[config.mk]
export PLATFORM = sky130hd
export DESIGN_NAME = bnn_fc_mac
export DESIGN_NICKNAME = d
export VERILOG_FILES = /design/src/rtl/bnn_fc_mac.sv
export SDC_FILE = /design/constraint.sdc
export NUM_CORES = 1
export LEC_CHECK = 0
export CAP_MARGIN = 20
export CORE_AREA = 2 2 167 128
export CTS_BUF_LIST = sky130_fd_sc_hd__clkbuf_16
export DETAILED_ROUTE_END_ITERATION = 8
export DIE_AREA = 0 0 169 130
export GPL_TIMING_DRIVEN = 1
export PLACE_DENSITY = 0.77
export SLEW_MARGIN = 20
export SYNTH_ARGS = -nofsm -noshare
export SYNTH_HDL_FRONTEND = slang
export SYNTH_SLANG_ARGS = --single-unit
[constraint.sdc]
create_clock -name clk -period 12.05 [get_ports clk]
set_clock_uncertainty 0.1 [all_clocks]
set_input_delay 2.41 -clock clk [delete_from_list [all_inputs] [get_ports clk]]
set_output_delay 2.41 -clock clk [all_outputs]
set_load 0.005 [all_outputs]
[src/rtl/bnn_fc_mac.sv]
// Binarised fully-connected multiply-accumulate block.
// Activations and weights are single bits (1 = +1, 0 = -1). Each accepted beat
// adds IN_LANES XNOR products per output neuron into a signed accumulator.
// After STEPS beats, the result is presented as signed sums and sign bits. It
// is held until the consumer accepts it.
module bnn_fc_mac #(
    parameter int IN_LANES = 3,
    parameter int STEPS    = 36,
    parameter int NUM_OUT  = 2,
    parameter int ACC_W    = 8
) (
    input  logic                         clk,
    input  logic                         rst_n,
    input  logic                         clear,
    input  logic                         w_we,
    input  logic [$clog2(STEPS)-1:0]     w_addr,
    input  logic [NUM_OUT*IN_LANES-1:0]  w_data,
    input  logic                         in_valid,
    output logic                         in_ready,
    input  logic [IN_LANES-1:0]          in_data,
    output logic                         out_valid,
    input  logic                         out_ready,
    output logic [NUM_OUT*ACC_W-1:0]     acc_out,
    output logic [NUM_OUT-1:0]           sign_out,
    output logic                         busy
);

    localparam int AW    = $clog2(STEPS);
    localparam int ROW_W = NUM_OUT * IN_LANES;

    localparam logic [AW:0]             STEPS_L   = (AW+1)'(STEPS);
    localparam logic [AW-1:0]           LAST_STEP = AW'(STEPS - 1);
    localparam logic signed [ACC_W-1:0] PLUS1     = ACC_W'(1);
    localparam logic signed [ACC_W-1:0] MINUS1    = '1;

    typedef enum logic [1:0] {
        IDLE = 2'd0,
        ACC  = 2'd1,
        DONE = 2'd2
    } state_t;

    state_t                  state_q, state_d;
    logic [AW-1:0]           step_q;
    logic [ROW_W-1:0]        w_mem [STEPS];
    logic signed [ACC_W-1:0] acc_q [NUM_OUT];
    logic signed [ACC_W-1:0] contrib [NUM_OUT];
    logic [ROW_W-1:0]        w_row;
    logic                    beat;
    logic                    last_step;
    logic                    w_ok;

    // Signed sum of +1/-1 XNOR products across the lanes of one beat
    function automatic logic signed [ACC_W-1:0] beat_sum(
        input logic [IN_LANES-1:0] act,
        input logic [IN_LANES-1:0] wgt
    );
        logic signed [ACC_W-1:0] s;
        s = '0;
        for (int l = 0; l < IN_LANES; l++) begin
            s = s + ((act[l] ~^ wgt[l]) ? PLUS1 : MINUS1);
        end
        return s;
    endfunction

    assign in_ready  = (state_q != DONE);
    assign beat      = in_valid && in_ready;
    assign last_step = (step_q == LAST_STEP);
    assign w_ok      = ({1'b0, w_addr} < STEPS_L);
    assign w_row     = w_mem[step_q];
    assign out_valid = (state_q == DONE);
    assign busy      = (state_q != IDLE);

    // ---- stage: beat contribution from the current weight row ----
    // Per-output contribution of the beat currently on in_data
    always_comb begin
        for (int o = 0; o < NUM_OUT; o++) begin
            contrib[o] = beat_sum(in_data, w_row[o*IN_LANES +: IN_LANES]);
        end
    end

    // FSM state register
    always_ff @(posedge clk or negedge rst_n) begin
        if (!rst_n) begin
            state_q <= IDLE;
        end else begin
            state_q <= state_d;
        end
    end

    // Next-state logic; clear overrides any beat or out_ready
    always_comb begin
        state_d = state_q;
        if (clear) begin
            state_d = IDLE;
        end else begin
            case (state_q)
                IDLE:    if (beat) state_d = last_step ? DONE : ACC;
                ACC:     if (beat && last_step) state_d = DONE;
                DONE:    if (out_ready) state_d = IDLE;
                default: state_d = IDLE;
            endcase
        end
    end

    // ---- stage: accumulate ----
    // Accumulators and step counter; the first beat of a vector loads rather than adds
    always_ff @(posedge clk or negedge rst_n) begin
        if (!rst_n) begin
            step_q <= '0;
            for (int o = 0; o < NUM_OUT; o++) acc_q[o] <= '0;
        end else if (clear) begin
            step_q <= '0;
            for (int o = 0; o < NUM_OUT; o++) acc_q[o] <= '0;
        end else if (beat) begin
            step_q <= last_step ? '0 : step_q + AW'(1);
            for (int o = 0; o < NUM_OUT; o++) begin
                acc_q[o] <= (state_q == IDLE) ? contrib[o] : acc_q[o] + contrib[o];
            end
        end
    end

    // Weight rows are written only while idle and not starting a vector on the same edge
    always_ff @(posedge clk or negedge rst_n) begin
        if (!rst_n) begin
            for (int s = 0; s < STEPS; s++) w_mem[s] <= '0;
        end else if (w_we && (state_q == IDLE) && !beat && w_ok) begin
            w_mem[w_addr] <= w_data;
        end
    end

    // ---- stage: result presentation ----
    // Pack sums and binarise; sign bits are only meaningful while a result is valid
    always_comb begin
        acc_out  = '0;
        sign_out = '0;
        for (int o = 0; o < NUM_OUT; o++) begin
            acc_out[o*ACC_W +: ACC_W] = acc_q[o];
            sign_out[o]               = out_valid & ~acc_q[o][ACC_W-1];
        end
    end

endmodule

==> impl_results.md <==
- Post-Place Cell Area: about 13000 µm²
- H-tree depth: 1
- Synthesized area: roughly 12000 µm²
- Post-synth ARST share: 100%
- Top post-synthesis cells by area: dfrtp_1 50%, mux2_2 20%, mux4_2 8.1%, ha_1 2.2%, mux2i_1 1.9%
- Max Slew Vio Count: 0
- Critical path class: reg -> reg
- Via count: about 7700
- Complex-gate fraction of the synthesized area: roughly 6.5%
- Period utilisation layout: between 40% and 50%
- Mapped Nets: between 900 and 1000
- Dpl hpwl: roughly 17 mm
- YS warnings: 0
- Final net count: about 1000
- Comb pwr share: a little under a fifth
- Outcome: complete, no violations
- Die area: around 22000 µm²
- Routed WL: between 20 and 30 mm
- Initial antenna violation count: 0
- Setup crit start kind: register
- Worst setup path start: step_q[0]
- Main flop type after synthesis: dfrtp_1
- First-pass GRT wire length: 43.7 mm
- Fillers: around 1500
- CTS tree: yes
- Met1 usage: about 40%
- Grt ovf: 0
- Setup crit end kind: register
- Hold Path Class: reg -> reg
- Buffers on Ports: 41
- Yosys cell types: 52
- Power Density: ~140 nW/µm²
- Starting DRT DRC Count: 720
- Remaining DRCs: 0
- Clk pin slew, worst setup/hold paths: 70 ps
- CTS root buffer: clkbuf_16
- Post-Synth Adder-Cell Area: between 3 and 4%
- Total Neg Setup Slack: 0 ps
- DR WL/cell: approximately 22 µm
- Vias in the first global route: a little under 8000
- Max Clock Freq: roughly 170 MHz
- Sw Pwr: 524 µW
- Hold Buf Count CTS: 0
- XOR/XNOR Fraction of Synth Area: roughly 1.2%
- Worst Path Required: about 12000 ps
- Layout cells sized above 1: 33.3%
- Leakage: about 0.0061 µW
- Post-synthesis sequential area ratio: 50.1%
- Max IR drop VDD: 97.7 µV
- Num ports: 42
- Clock buffer depth: 3
- RD Place Congestion: just over 0.8
- Met3 global-route usage: 3.97%
- MaxCap Viol Count: 0
- Die X: roughly 170 µm
- Die span in y: 130 µm
- Number of synthesized register bits: 240
- Unrepaired setup endpoints after global routing: false
- Avg Vias per Cell: about 6.4
- All-Layer GR Usage: between 20% and 30%
- Design Area, Final: about 13000 µm²
- Synthesis-to-finish area growth: 10.7%
- EDFF count, synth: 0
- Crit Path Max Fanout: 42
- Sw Ratio: about 27%
- Met2 Usage GRT: between 30% and 40%
- Clock power frac: 34.7%
- Area leader, netlist: dfrtp_1
- Resized cells post-CTS: 0
- # Post-CTS Setup Buffers: 0
- DRT Pass-1 Iters: 5
- Clk_lat worst skew: between 500 and 600 ps
- Area share of and/or/nand/nor cells after synthesis: a little under 6%
- Final setup viols: 0
- Worst r2r src: step_q[0]
- Largest net degree at the start of global routing: 95
- Arrival time at the worst endpoint: 6140 ps
- Power Internal: 1400 µW
- ANT nets after route: 0
- Worst slew pin tran: approximately 1100 ps
- Core Region: a little over 20000 µm²
- Post-layout minimum cycle time: between 5000 and 6000 ps
- Most Used Layer, Global Route: met1
- Sequential share of power: a little under half
- Initial core utilization: 58.2%
- Largest family of logic cells by synthesized area: multiplexers
- Rows: between 40 and 50
- Yosys top cell area share: approximately half
- CTS sink cnt: 240
- Post-synthesis mux area share: 30.5%
- Inserted Clock Buffers: 23
- Hold_sp: acc_out[4]
- Syn Area/Cell: between 10 and 15 µm²
- Number of hold violations in the final report: 0
- Ant diodes: 0
- Relative slew slack: roughly a quarter
- Syn Inst Count: between 900 and 1000
-- registers in the layout, summed over array words and instances, names as in the netlist --
name	flops
w_mem	216
step_q	6
acc_out	16
state_q	2
-- final timing paths --
check / slack (ps) / depth (start not counted) / end
max in group asynchronous: 8590 / 2 / step_q[0]
worst max register to register: 6210 / 17 / acc_out[15]
worst max-delay path: 6210 / 17 / acc_out[15]
worst min register to register: 400 / 2 / acc_out[4]
worst min-delay path: 400 / 2 / acc_out[4]
min in group asynchronous: 1820 / 1 / w_mem[90]
-- Yosys cell counts (7+ instances only) --
master    count
a211oi_1     14
a21oi_1      22
a22oi_1      18
buf_2         9
clkbuf_1     38
dfrtp_1     240
ha_1         21
inv_1        22
mux2_2      218
mux2i_1      23
mux4_2       43
nand2_1      43
nand3_1      12
nand3b_1      7
nor2_1       52
o21ai_0      22
o22ai_1       8
xor2_1       11
-- placed cells by master, fill, tap and decap left out, drive strengths merged, types with 23 or more instances in the layout --
cell           count
mux4              43
clkdlybuf4s50     40
nand2             43
inv               27
o21ai             23
dfrtp            240
clkbuf            23
mux2             218
mux2i             23
nor2              53
-- final cells by class --
cell class	count	area, µm²	share of cell area [%]
flip-flops and latches	240	6010	45.3
multi-input cells	589	5680	42.8
well taps	264	330	2.49
repair buffers	52	502	3.78
clock inverters	15	92.6	0.697
inverters	23	86.3	0.650
clock buffers	23	576	4.33
-- kinds of logic (layout without fill, tap and decap cells) --
logic type,Yosys count,in the layout
XOR/XNOR,17,17
adder cells (fa/ha/maj),27,27
flip-flops,240,240
multiplexers,284,284
AND/OR/NAND/NOR,145,145
buffers and inverters,76,113
AO/OA/AOI/OAI,116,116
-- power by group through the flow --
stage	clock, µW	sequential, µW	combinational [µW]
finish	666	895	358
global route	715	902	400
CTS	679	895	357
detailed placement	0	909	356
global placement	0	907	347
floorplan	0	895	264
-- worst max-delay path, stage by stage (launching register included) --
cell and delay (ps):
dfrtp_4 730, buf_4 760, mux4_2 600, a22oi_1 310, nand2_1 180, a22oi_1 260
xor2_1 270, fa_1 540, inv_1 200, ha_1 260, a211oi_1 200, mux2_2 200
ha_1 270, nor2_1 170, o21ai_0 90, a21oi_1 170, o41ai_1 90, o221a_2 290
-- stage by stage --
| step | utilization (%) | hold slack [ps] | instances | setup slack (ps) | total power (µW) |
|---|---|---|---|---|---|
| after floorplan | - | 374 | 905 | 6850 | 1160 |
| after global placement | 61.2 | 382 | 1168 | 6160 | 1250 |
| after detailed placement | 61.2 | 388 | 1168 | 6110 | 1270 |
| after CTS | 64.4 | 402 | 1206 | 6200 | 1930 |
| after global routing | 64.4 | 409 | 1206 | 5710 | 2020 |
| final | 64.4 | 396 | 1206 | 6210 | 1920 |
-- routing by layer --
| layer | wire length (µm) | part of all wire [%] |
|---|---|---|
| met5 | 0 | 0 |
| met3 | 1750 | 6.4 |
| met4 | 539 | 2.0 |
| met2 | 12000 | 44 |
| met1 | 12800 | 47 |
Note: power is estimated with default switching activity, not from simulation.
